==> src/rtl/stripe_feeder_pkg.sv <==
// Shared types and constants for the stripe feeder: FSM states, default
// widths, job descriptor layout and the PE instruction bit positions.
package stripe_feeder_pkg;

  localparam int TAG_W   = 12;
  localparam int BLK_W   = 128;
  localparam int INSTR_W = 7;

  // Instruction bits decoded by the PEs in the stripe.
  localparam int INSTR_ACC_BIT     = 2;
  localparam int INSTR_READOUT_BIT = 4;
  localparam int INSTR_WR_ACC_BIT  = 5;

  typedef enum logic [2:0] {
    IDLE,
    CONFIG,
    FETCH,
    WAIT,
    ISSUE,
    DRAIN,
    DONE
  } feeder_state_t;

  typedef struct packed {
    logic [TAG_W-1:0]   tag_a;
    logic [TAG_W-1:0]   tag_b;
    logic [TAG_W-1:0]   stride_a;
    logic [TAG_W-1:0]   stride_b;
    logic [TAG_W-1:0]   iter_lim;
    logic [INSTR_W-1:0] instr;
  } job_desc_t;

endpackage

==> src/rtl/feeder_operand_slot.sv <==
// Holding register plus got flag for one operand memory port; a strobe
// arriving in the same cycle is forwarded so the pair can issue at once.
module feeder_operand_slot #(
  parameter int block_width = 128
) (
  input  logic                   clk,
  input  logic                   rst,
  input  logic                   capture_en,
  input  logic                   clear,
  input  logic                   mem_valid,
  input  logic [block_width-1:0] mem_data,
  output logic                   present,
  output logic [block_width-1:0] data
);

  logic                   got_reg;
  logic [block_width-1:0] hold_reg;
  logic                   take;

  // Repeated strobes after the first one are dropped.
  assign take = capture_en & mem_valid & ~got_reg;

  always_ff @(posedge clk or negedge rst) begin
    if (!rst) begin
      got_reg  <= 1'b0;
      hold_reg <= '0;
    end else if (clear) begin
      got_reg  <= 1'b0;
    end else if (take) begin
      got_reg  <= 1'b1;
      hold_reg <= mem_data;
    end
  end

  assign present = got_reg | take;
  assign data    = got_reg ? hold_reg : mem_data;

endmodule

==> src/rtl/stripe_feeder.sv <==
// Job sequencer for one PE stripe: programs the stripe, streams tagged
// operand pairs from two block memories, then captures the stripe result.
module stripe_feeder
  import stripe_feeder_pkg::*;
#(
  parameter int block_width  = BLK_W,
  parameter int tag_width    = TAG_W,
  parameter int instr_width  = INSTR_W,
  parameter int drain_cycles = 4
) (
  input  logic                   clk,
  input  logic                   rst,
  input  logic                   job_valid,
  output logic                   job_ready,
  input  logic [tag_width-1:0]   job_tag_a,
  input  logic [tag_width-1:0]   job_tag_b,
  input  logic [tag_width-1:0]   job_stride_a,
  input  logic [tag_width-1:0]   job_stride_b,
  input  logic [tag_width-1:0]   job_iter_lim,
  input  logic [instr_width-1:0] job_instr,
  output logic                   mem_a_req,
  output logic                   mem_b_req,
  output logic [tag_width-1:0]   mem_a_addr,
  output logic [tag_width-1:0]   mem_b_addr,
  input  logic                   mem_a_valid,
  input  logic                   mem_b_valid,
  input  logic [block_width-1:0] mem_a_data,
  input  logic [block_width-1:0] mem_b_data,
  output logic                   tag_wr,
  output logic [tag_width-1:0]   tagA_OUT,
  output logic [tag_width-1:0]   tagB_OUT,
  output logic [tag_width-1:0]   strideA_OUT,
  output logic [tag_width-1:0]   strideB_OUT,
  output logic [tag_width-1:0]   iter_lim_OUT,
  output logic [tag_width-1:0]   iter_count_OUT,
  output logic [instr_width-1:0] instr_OUT,
  output logic                   blk_valid,
  output logic [block_width-1:0] d0_OUT,
  output logic [block_width-1:0] d1_OUT,
  input  logic [block_width-1:0] d_IN,
  output logic                   res_valid,
  output logic [block_width-1:0] res_data
);

  localparam logic [3:0]           DRAIN_LAST = 4'(drain_cycles - 1);
  localparam logic [tag_width-1:0] TAG_ONE    = {{(tag_width-1){1'b0}}, 1'b1};

  feeder_state_t          state_reg, state_next;
  logic [tag_width-1:0]   cur_a_reg, cur_a_next, cur_b_reg, cur_b_next;
  logic [tag_width-1:0]   count_reg, count_next;
  logic [tag_width-1:0]   stride_a_reg, stride_a_next, stride_b_reg, stride_b_next;
  logic [tag_width-1:0]   lim_reg, lim_next;
  logic [instr_width-1:0] instr_reg, instr_next;
  logic [3:0]             drain_reg, drain_next;

  logic                   job_ready_reg, tag_wr_reg, mem_req_reg, blk_valid_reg, res_valid_reg;
  logic [tag_width-1:0]   mem_a_addr_reg, mem_b_addr_reg, tag_a_out_reg, tag_b_out_reg;
  logic [block_width-1:0] d0_reg, d1_reg, res_data_reg;

  logic                   slot_a_present, slot_b_present;
  logic [block_width-1:0] slot_a_data, slot_b_data;

  feeder_operand_slot #(.block_width(block_width)) u_slot_a (
    .clk        (clk),
    .rst        (rst),
    .capture_en (state_reg == WAIT),
    .clear      (state_reg == ISSUE),
    .mem_valid  (mem_a_valid),
    .mem_data   (mem_a_data),
    .present    (slot_a_present),
    .data       (slot_a_data)
  );

  feeder_operand_slot #(.block_width(block_width)) u_slot_b (
    .clk        (clk),
    .rst        (rst),
    .capture_en (state_reg == WAIT),
    .clear      (state_reg == ISSUE),
    .mem_valid  (mem_b_valid),
    .mem_data   (mem_b_data),
    .present    (slot_b_present),
    .data       (slot_b_data)
  );

  always_comb begin
    state_next    = state_reg;
    cur_a_next    = cur_a_reg;
    cur_b_next    = cur_b_reg;
    count_next    = count_reg;
    stride_a_next = stride_a_reg;
    stride_b_next = stride_b_reg;
    lim_next      = lim_reg;
    instr_next    = instr_reg;
    drain_next    = drain_reg;
    case (state_reg)
      IDLE: begin
        if (job_valid) begin
          cur_a_next    = job_tag_a;
          cur_b_next    = job_tag_b;
          stride_a_next = job_stride_a;
          stride_b_next = job_stride_b;
          lim_next      = job_iter_lim;
          instr_next    = job_instr;
          count_next    = '0;
          state_next    = CONFIG;
        end
      end
      CONFIG: begin
        drain_next = '0;
        state_next = (lim_reg == '0) ? DRAIN : FETCH;
      end
      FETCH: state_next = WAIT;
      WAIT: begin
        if (slot_a_present && slot_b_present) state_next = ISSUE;
      end
      ISSUE: begin
        cur_a_next = cur_a_reg + stride_a_reg;
        cur_b_next = cur_b_reg + stride_b_reg;
        count_next = count_reg + TAG_ONE;
        drain_next = '0;
        state_next = (count_next == lim_reg) ? DRAIN : FETCH;
      end
      DRAIN: begin
        if (drain_reg == DRAIN_LAST) state_next = DONE;
        else drain_next = drain_reg + 4'd1;
      end
      DONE:    state_next = IDLE;
      default: state_next = IDLE;
    endcase
  end

  // Outputs are registered from the next state so each one lines up with its state.
  always_ff @(posedge clk or negedge rst) begin
    if (!rst) begin
      state_reg      <= IDLE;
      cur_a_reg      <= '0;
      cur_b_reg      <= '0;
      count_reg      <= '0;
      stride_a_reg   <= '0;
      stride_b_reg   <= '0;
      lim_reg        <= '0;
      instr_reg      <= '0;
      drain_reg      <= '0;
      job_ready_reg  <= 1'b1;
      tag_wr_reg     <= 1'b0;
      mem_req_reg    <= 1'b0;
      blk_valid_reg  <= 1'b0;
      res_valid_reg  <= 1'b0;
      mem_a_addr_reg <= '0;
      mem_b_addr_reg <= '0;
      tag_a_out_reg  <= '0;
      tag_b_out_reg  <= '0;
      d0_reg         <= '0;
      d1_reg         <= '0;
      res_data_reg   <= '0;
    end else begin
      state_reg     <= state_next;
      cur_a_reg     <= cur_a_next;
      cur_b_reg     <= cur_b_next;
      count_reg     <= count_next;
      stride_a_reg  <= stride_a_next;
      stride_b_reg  <= stride_b_next;
      lim_reg       <= lim_next;
      instr_reg     <= instr_next;
      drain_reg     <= drain_next;
      job_ready_reg <= (state_next == IDLE);
      tag_wr_reg    <= (state_next == CONFIG);
      mem_req_reg   <= (state_next == FETCH);
      blk_valid_reg <= (state_next == ISSUE);
      res_valid_reg <= (state_next == DONE);
      if (state_next == FETCH) begin
        mem_a_addr_reg <= cur_a_next;
        mem_b_addr_reg <= cur_b_next;
      end
      if (state_next == CONFIG || state_next == ISSUE) begin
        tag_a_out_reg <= cur_a_next;
        tag_b_out_reg <= cur_b_next;
      end
      if (state_next == ISSUE) begin
        d0_reg <= slot_a_data;
        d1_reg <= slot_b_data;
      end
      if (state_next == DONE) res_data_reg <= d_IN;
    end
  end

  assign job_ready      = job_ready_reg;
  assign tag_wr         = tag_wr_reg;
  assign mem_a_req      = mem_req_reg;
  assign mem_b_req      = mem_req_reg;
  assign mem_a_addr     = mem_a_addr_reg;
  assign mem_b_addr     = mem_b_addr_reg;
  assign tagA_OUT       = tag_a_out_reg;
  assign tagB_OUT       = tag_b_out_reg;
  assign strideA_OUT    = stride_a_reg;
  assign strideB_OUT    = stride_b_reg;
  assign iter_lim_OUT   = lim_reg;
  assign iter_count_OUT = '0;
  assign instr_OUT      = instr_reg;
  assign blk_valid      = blk_valid_reg;
  assign d0_OUT         = d0_reg;
  assign d1_OUT         = d1_reg;
  assign res_valid      = res_valid_reg;
  assign res_data       = res_data_reg;

endmodule

==> config.mk <==
export PLATFORM = sky130hd
export DESIGN_NAME = stripe_feeder
export DESIGN_NICKNAME = d
export VERILOG_FILES = /design/src/rtl/stripe_feeder_pkg.sv /design/src/rtl/feeder_operand_slot.sv /design/src/rtl/stripe_feeder.sv
export SDC_FILE = /design/constraint.sdc
export NUM_CORES = 1
export LEC_CHECK = 0
export CAP_MARGIN = 20
export CORE_AREA = 5 5 366 368
export CTS_CLUSTER_DIAMETER = 50
export CTS_CLUSTER_SIZE = 20
export DETAILED_ROUTE_END_ITERATION = 10
export DIE_AREA = 0 0 371 373
export SYNTH_ARGS = -nofsm -noshare
export SYNTH_HDL_FRONTEND = slang
export SYNTH_SLANG_ARGS = --single-unit
==> constraint.sdc <==
create_clock -name clk -period 8.6 [get_ports clk]
set_input_delay 2.15 -clock clk [delete_from_list [all_inputs] [get_ports clk]]
set_output_delay 2.15 -clock clk [all_outputs]
set_load 0.005 [all_outputs]
Word-level counts from Yosys, hierarchy flattened
Index checks and enable logic that the tools add are counted.
{ "word_totals": {"register_bits": 781, "latch_bits": 0, "ramBits": 0, "romBits": 0, "out_inout_bits": 493, "wordCells": 86, "mem_count": 0} }
{ "classes": {"addsub": 4, "mul": 0, "n_div": 0, "order_cmp": 0, "n_eq_ne": 13, "shift": 0, "muxes": 20, "bitwise_logic": 9, "reduce_logical": 15} }
{ "ops": {"columns": ["cell", "n"], "rows": [
  ["128-bit two-way mux", 2],
  ["12-bit case mux with 2 select lines", 3],
  ["12-bit two-way mux", 3],
  ["12-bit adder", 2],
  ["3-bit case mux with 6 select lines", 1],
  ["3-bit two-way mux", 5],
  ["12-bit by 1-bit adder with 12-bit output, second input constant", 1],
  ["12-bit == test", 1],
  ["3-bit == test, second input constant", 4],
  ["12-bit zero test", 1],
  ["2-bit AND reduction", 5],
  ["3-bit by 2-bit == test with 1-bit output, second input constant", 3],
  ["4-bit case mux with 2 select lines", 1],
  ["2-bit nonzero test", 4],
  ["3-bit by 1-bit == test with 1-bit output, second input constant", 2],
  ["3-bit zero test", 2],
  ["4-bit by 1-bit adder with 4-bit output, second input constant", 1],
  ["1-bit AND", 4],
  ["4-bit by 2-bit == test with 1-bit output, second input constant", 1],
  ["1-bit two-way mux", 4],
  ["4-bit two-way mux", 1],
  ["2-bit != test, second input constant", 2],
  ["1-bit NOT", 3],
  ["1-bit bitwise OR", 2],
  ["other kinds (3)", 3]
]} }

Longest topological paths before layout
Gate-level depths: netlist of the first run.
{ "logic_depth": {"ltp_word": 9, "mapped_depth": 11, "ltp_nobuf": 9} }

Hierarchy
A second synthesis of the first run with hierarchy kept.
{ "hier_totals": {"hier_cells": 2653, "hier_area_um2": 34339.2} }
{ "by_module_without_submodules": {"columns": ["mod", "n_inst", "cells_per_inst", "area_per_inst_um2"], "rows": [
  ["stripe_feeder", 1, 1821, 21642.0],
  ["feeder_operand_slot", 2, 416, 6348.6]
]} }

Worst setup path before layout of the first run
No wires, ideal clock.
{ "synth_path": {"kind": "input port to flip-flop", "from": "input job_valid", "to": "register lim_reg[10] (netlist: iter_lim_OUT[10])", "setup_ns": 0.125, "t_arrival_ns": 3.851, "path_slack_ns": 4.624, "stages": 6, "n_path_buf": 3, "cell_sequence": "clkbuf_1 -> nand2_1 -> nor2_1 -> clkbuf_1 -> clkbuf_1 -> mux2_2"} }
{ "synth_between": {"elab_chain_cells": 1} }
{ "synth_lines": {"columns": ["element", "line", "rtl"], "rows": [
  ["start: declaration", "stripe_feeder.sv:13", "input logic job_valid,"],
  ["2-bit AND reduction (no line)", null, null],
  ["end signal: assignment", "stripe_feeder.sv:163", "lim_reg <= lim_next;"],
  ["end: declaration", "stripe_feeder.sv:52", "logic [tag_width-1:0] lim_reg, lim_next;"]
]} }
No other way between the ends.
A chain may end at the register's enable or synchronous reset.

Worst setup path after layout of the first run
{ "layout_path": {"from": "input mem_a_valid", "to": "register d1_reg[99] (netlist: d1_OUT[99])"} }
{ "layout_between": {"elab_chain_cells": 7} }
{ "layout_lines": {"columns": ["element", "line", "rtl"], "rows": [
  ["start: declaration", "stripe_feeder.sv:25", "input logic mem_a_valid,"],
  ["1-bit AND (2 in a row)", "feeder_operand_slot.sv:21", "assign take = capture_en & mem_valid & ~got_reg;"],
  ["1-bit bitwise OR", "feeder_operand_slot.sv:35", "assign present = got_reg | take;"],
  ["1-bit logical AND", "stripe_feeder.sv:114", "if (slot_a_present && slot_b_present) state_next = ISSUE;"],
  ["3-bit two-way mux", "stripe_feeder.sv:114", null],
  ["3-bit case mux with 6 select lines", "stripe_feeder.sv:95", "case (state_reg)"],
  ["3-bit == test", "stripe_feeder.sv:179", "if (state_next == ISSUE) begin"],
  ["end signal: assignment", "stripe_feeder.sv:181", "d1_reg <= slot_b_data;"],
  ["end: declaration", "stripe_feeder.sv:58", "logic [block_width-1:0] d0_reg, d1_reg, res_data_reg;"]
]} }
No other way between the ends.

==> results of run 1 <==
[where the power goes]
part	leakage (nW)	internal, mW	switching, mW
Clock	1.79	2.74	1.89
Combinational	9.83	3.38	2.85
Sequential	9.94	5.10	0.951
Total	21.6	11.2	5.69
[how the worst min path moves through the flow]
| stage | to | depth (start not counted) | start |
|---|---|---|---|
| 2_1_floorplan | tagA_OUT[0]$_DFFE_PN0P_ | 2 | tagA_OUT[0]$_DFFE_PN0P_ |
| 3_3_place_gp | tagB_OUT[1]$_DFFE_PN0P_ | 2 | tagB_OUT[1]$_DFFE_PN0P_ |
| 3_5_place_dp | tagB_OUT[2]$_DFFE_PN0P_ | 2 | tagB_OUT[2]$_DFFE_PN0P_ |
| 4_1_cts | tagB_OUT[1]$_DFFE_PN0P_ | 2 | tagB_OUT[1]$_DFFE_PN0P_ |
| 5_1_grt | d0_OUT[117]$_DFFE_PN0N_ | 2 | d0_OUT[117]$_DFFE_PN0N_ |
| 6_report | d0_OUT[34]$_DFFE_PN0N_ | 2 | d0_OUT[34]$_DFFE_PN0N_ |
[metrics by stage]
stage	setup slack (ps)	std cells	util (%)	hold slack, ps	cell area, µm²
2_1_floorplan	4624	2638	-	462.8	33060
4_1_cts	4234	5385	36.84	480.1	48070
5_1_grt	3967	5396	36.88	495.8	48120
3_5_place_dp	3427	5190	33.96	459.4	44300
3_3_place_gp	3520	5188	33.94	455.8	44280
6_report	4165	5402	36.89	474.3	48130
[layout make-up]
cell class                 count  area, µm²
inverter                      18      67.56
antenna                       16      40.04
multi-input combinational   1668      12760
tap                         1755       2196
clock inverter                71      988.4
clock buffer                 124       2776
sequential                   781      19550
fill                       12810      82330
timing repair buffer         969       9753
[cell families (layout without fill, tap and decap cells)]
family	after synthesis	count (layout)	synth area share (%)
buffers and inverters	189	1182	2.402
xor gates and xnor gates	32	32	0.8487
adders and majority gates	26	26	1.031
DFF	781	781	59.19
other	1	28	0.01136
AOI/OAI and AO/OA	425	425	7.089
muxes	718	718	23.72
and+or+nand+nor	455	455	5.714
[placed cells by master, fill, tap and decap left out, types with 19 or more instances in the layout]
master and count:
dfrtp_1 778, nand2_1 334, mux2_4 19, nor2_1 57, o21ai_0 311, buf_4 22, mux2i_1 260, a21oi_1 44
clkdlybuf4s50_1 935, clkbuf_16 103, ha_1 24, mux2_2 439
[per-layer routing]
metal	vias to the layer above	wire, µm
li1	11080	-
met1	11770	42770
met2	625	55980
met3	147	9003
met4	12	2912
met5	-	80
[worst min-delay path, stage by stage, from the launching register on]
cell and delay [ps]:
dfrtp_1 340, nand2_1 50, o21ai_0 60
==> impl_metrics.py, run 1 <==
metrics = {
    "setup_path": {
        "cp_data_arrival_time_ps": 4970,
        "crit_required_ps": 9130,
        "critPathSlowestCell": "buf_4",
        "critical_path.cell_chain": "clkdlybuf4s50_1 -> a21oi_1 -> nor2_1 -> nand2_4 -> buf_4 -> buf_12 -> o21ai_0",
        "crit_path_start_kind": "primary input",
        "endpoint_kind": "register",
        "worstReg2RegEnd": "res_data[64]$_DFFE_PN0N_",
        "max_stage_delay_ps": 580,
        "crit_path_end": "d1_OUT[99]$_DFFE_PN0N_",
        "crit_start": "mem_a_valid",
        "cp_max_fo": 197,
        "r2r_setup_slack_ps": 4920,
        "path_delay_family": "buffers and inverters",
        "crit_type": "primary input to register",
        "crit_buf_inv": 3,
        "worst-r2r-cell-count": 7,
        "cp.depth": 7,
        "worstReg2RegStart": "drain_reg[0]$_DFFE_PN0P_",
    },
    "cts": {
        "clock_sinks": 781,
        "cts_tree": "built",
        "cts_hold_buf": 0,
        "clk_latency_ps": 720,
        "cts_buffers": 103,
        "clkSlewWorstSetupHoldPaths_ps": 60,
        "ctsLongestPathBuffers": 3,
        "clockRootBuffer": "clkbuf_16",
        "cts_resized": 0,
        "cts_setup_buffers": 0,
        "htreeDepth": 3,
    },
    "global_route": {
        "grt_pass1_wl_um": 164000,
        "grtUsageTotal_pct": 15.65,
        "gr-usage-met1_pct": 17.83,
        "met3_usage_pct": 5.363,
        "grt_max_degree": 225,
        "antenna_found_initial": 25,
        "grt_overflow": 0,
        "groute.layer.met2.usage_pct": 27.27,
        "grt.busiest_layer": "met2",
        "grt_pass1_vias": 24350,
    },
    "timing": {
        "clock-skew-final_ps": 38.88,
        "rsz0062_at_grt": "no",
        "clock.fmax_mhz": 225.5,
        "setup_viol": 0,
        "tightest_slew_ps": 1210,
        "fin_crit_ps": 4435,
        "slew_viol_final": 0,
        "fin_crit_sh_pct": 51.58,
        "fin_tns_setup_ps": 0,
        "hold_viol_final": 0,
        "relSlewSlack_pct": 19.34,
    },
    "yosys": {
        "ys_ff_latch": 781,
        "yosysSeqAreaShare_pct": 59.19,
        "synth-edff-count": 0,
        "ys_types": 70,
        "synth_cells": 2627,
        "yosysWarnings": 0,
        "synth_ff_type": "dfrtp_1",
        "synth_top_area_cell": "dfrtp_1",
        "syn-cell-area_mm2": 0.03302,
        "synthTopCellsByArea": "dfrtp_1, mux2_2, mux2i_1, o21ai_0, nand2_1",
        "syn-mean-instance-area_um2": 12.57,
        "synth_top_area_share_pct": 59.11,
        "netlist_top_cells_count": "dfrtp_1, mux2_2, nand2_1",
        "synthMostInstantiatedCell": "dfrtp_1",
        "synthArstFlopShare_pct": 100.0,
    },
    "drt": {
        "ant_nets": 0,
        "post_drt_wl_per_cell_um": 20.50,
        "via_per_inst": 4.374,
        "via_count": 23630,
        "drt_iter0_markers": 1075,
        "post-route-drc-count": 0,
        "first_pass_iters": 5,
        "routed_wl_um": 110700,
    },
    "floorplanning": {
        "rows": 133,
        "die_area_mm2": 0.1384,
        "coreArea_mm2": 0.1305,
        "die_h_um": 373,
        "io_pins": 949,
        "die_x_um": 371,
        "initial_utilization_pct": 25.31,
    },
    "pwr": {
        "power.density_mw_per_mm2": 351.2,
        "finalPower_mw": 16.90,
        "ir_drop_uv": 196.2,
        "p_leak_nw": 21.56,
    },
    "worst_hold_path": {
        "worst_hold_path_type": "register to register",
    },
    "final_layout": {
        "area_delta_synth_final_pct": 45.76,
        "nets": 4023,
        "drive_gt1_share_pct": 19.28,
    },
    "placed_design": {
        "dp_hpwl_um": 80390,
        "place_congestion": 0.7861,
        "io_buffers": 936,
    },
    "run": {
        "cap_violations": 0,
    },
    "outcome": {
        "status": "finished clean",
    },
}
Power figures use the tool's default switching activity.
==> run 2: changes to the inputs <==
Settings changed: CORE_AREA 5 5 366 368 to 5 5 370 372, DIE_AREA 0 0 371 373 to 0 0 375 377.
Clock period 8.6 ns to 4.4 ns, I/O delays scaled along.
==> impl_metrics.py, run 2 (synthesis results as in run 1) <==
metrics = {
    "outcome": {
        "status": "finished clean",
    },
    "global_route": {
        "antenna_found_initial": 45,
        "grtUsageTotal_pct": 15.09,
        "grt_pass1_vias": 24400,
        "grt_pass1_wl_um": 162100,
        "grt_max_degree": 158,
        "grt_overflow": 0,
    },
    "setup_path": {
        "crit_path_start_kind": "register",
        "crit_type": "register to register",
        "max_stage_delay_ps": 580,
        "crit_top_cell": "o21ai_0",
        "cp_data_arrival_time_ps": 3690,
        "critical_path.cell_chain": "ha_1 -> fa_1 -> a21o_1 -> a2111oi_0 -> nor2_1 -> o21ai_0 -> mux2i_1 -> o21ai_0 -> mux2_2",
        "endpoint_kind": "register",
        "critPathSlowestCell": "a2111oi_0",
        "cp_max_fo": 3,
        "crit_required_ps": 4970,
    },
    "cts": {
        "cts_tree": "built",
        "clockRootBuffer": "clkbuf_16",
        "clk_latency_ps": 690,
        "cts_buffers": 97,
        "clkSlewWorstSetupHoldPaths_ps": 70,
        "ctsLongestPathBuffers": 3,
        "cts_setup_buffers": 0,
        "cts_resized": 0,
        "clock_sinks": 781,
        "htreeDepth": 3,
        "cts_hold_buf": 0,
    },
    "timing": {
        "tightest_slew_ps": 1058,
        "rsz0062_at_grt": "no",
        "relSlewSlack_pct": 29.31,
        "clock-skew-final_ps": 23.92,
        "fin_crit_ps": 3127,
        "fin_crit_sh_pct": 71.06,
        "fin_tns_setup_ps": 0,
        "hold_viol_final": 0,
        "hold_ws_ps": 422.2,
        "clock.fmax_mhz": 319.8,
        "setup_viol": 0,
        "slew_viol_final": 0,
    },
    "final_layout": {
        "area_delta_synth_final_pct": 46.28,
        "drive_gt1_share_pct": 19.80,
        "mostFrequentLayoutCell": "clkdlybuf4s50_1",
        "fillers": 12940,
        "nets": 4050,
        "layout_common_cells": "clkdlybuf4s50_1, dfrtp_1, mux2_2",
    },
    "pwr": {
        "power.density_mw_per_mm2": 677.7,
        "ir_drop_uv": 409.2,
        "p_leak_nw": 21.67,
    },
    "floorplanning": {
        "rows": 134,
        "coreArea_mm2": 0.1330,
        "initial_utilization_pct": 24.84,
        "die_area_mm2": 0.1414,
        "io_pins": 949,
        "die_h_um": 377,
        "die_x_um": 375,
    },
    "placed_design": {
        "place_congestion": 0.8341,
        "dp_hpwl_um": 83180,
        "io_buffers": 936,
    },
    "drt": {
        "via_count": 23610,
        "via_per_inst": 4.334,
        "ant_nets": 0,
        "post-route-drc-count": 0,
        "first_pass_iters": 5,
        "post_drt_wl_per_cell_um": 20.42,
        "drt_iter0_markers": 1159,
        "routed_wl_um": 111200,
    },
    "worst_hold_path": {
        "worst_hold_path_type": "primary input to async pin",
    },
    "run": {
        "cap_violations": 0,
    },
}
run 2: changes by cell type in the layout (fill, tap and decap cells not counted), moves of 2 or more:
cell	change
buf_12	+15
buf_4	+20
clkbuf_1	-2
clkbuf_16	-5
clkbuf_8	-7
clkinv_16	-4
clkinv_2	+2
clkinv_4	+5
clkinvlp_4	-7
diode_2	+11
inv_12	+2
inv_6	+3
inv_8	+2
run 2: path summary, 6_finish.rpt:
check | start | to | slack, ps | cells after the start
setup reg to reg | strideB_OUT[0]$_DFFE_PN0P_ | tagB_OUT[8]$_DFFE_PN0P_ | 1270 | 9
hold / removal | rst | res_data[125]$_DFFE_PN0N_ | 420 | 1
min in group clk | tagA_OUT[0]$_DFFE_PN0P_ | tagA_OUT[0]$_DFFE_PN0P_ | 470 | 2
setup / recovery | strideB_OUT[0]$_DFFE_PN0P_ | tagB_OUT[8]$_DFFE_PN0P_ | 1270 | 9
max in group asynchronous | rst | res_data[80]$_DFFE_PN0N_ | 2810 | 3
hold reg to reg | tagA_OUT[0]$_DFFE_PN0P_ | tagA_OUT[0]$_DFFE_PN0P_ | 470 | 2
run 2: through the flow:
stage	power [mW]	util, %	cell area (µm²)	setup slack [ps]	std cells
2_1_floorplan	18.22	-	33060	1474	2638
3_3_place_gp	24.14	33.65	44740	911.0	5236
3_5_place_dp	24.44	33.65	44740	831.2	5236
4_1_cts	33.19	36.27	48220	1133	5419
5_1_grt	34.87	36.31	48270	1053	5435
6_report	32.73	36.33	48300	1273	5447
run 2: critical path, delay by kind of cell, from the launching register on:
family / cells / cell delay (ps)
mux: 2 / 560
simple gates: 1 / 130
fa+ha+maj: 2 / 680
flops: 1 / 410
compound gates: 4 / 1240
run 2: power breakdown:
part	switching (mW)	internal, mW	leakage (nW)
Clock	3.52	5.02	1.69
Combinational	5.70	6.72	10.0
Sequential	1.81	9.97	9.94
run 2: layout make-up:
class / count / area [µm²] / share of cell area (%)
tap: 1768 / 2212 / 4.580
sequential: 781 / 19550 / 40.48
clock inverter: 73 / 930.9 / 1.927
multi-input combinational: 1668 / 12760 / 26.42
timing repair buffer: 1002 / 10160 / 21.04
inverter: 18 / 67.56 / 0.1399
antenna: 27 / 67.56 / 0.1399
clock buffer: 110 / 2547 / 5.274
run 2: per-layer routing:
| layer | global-route usage, % | routed length [µm] | vias to the layer above | part of all wire (%) |
|---|---|---|---|---|
| met5 | 0 | 172 | - | 0.15 |
| met4 | 5.631 | 3112 | 26 | 2.8 |
| met3 | 6.273 | 9827 | 182 | 8.8 |
| met2 | 25.62 | 55490 | 687 | 50 |
| met1 | 16.99 | 42600 | 11540 | 38 |
| li1 | - | - | 11170 | - |
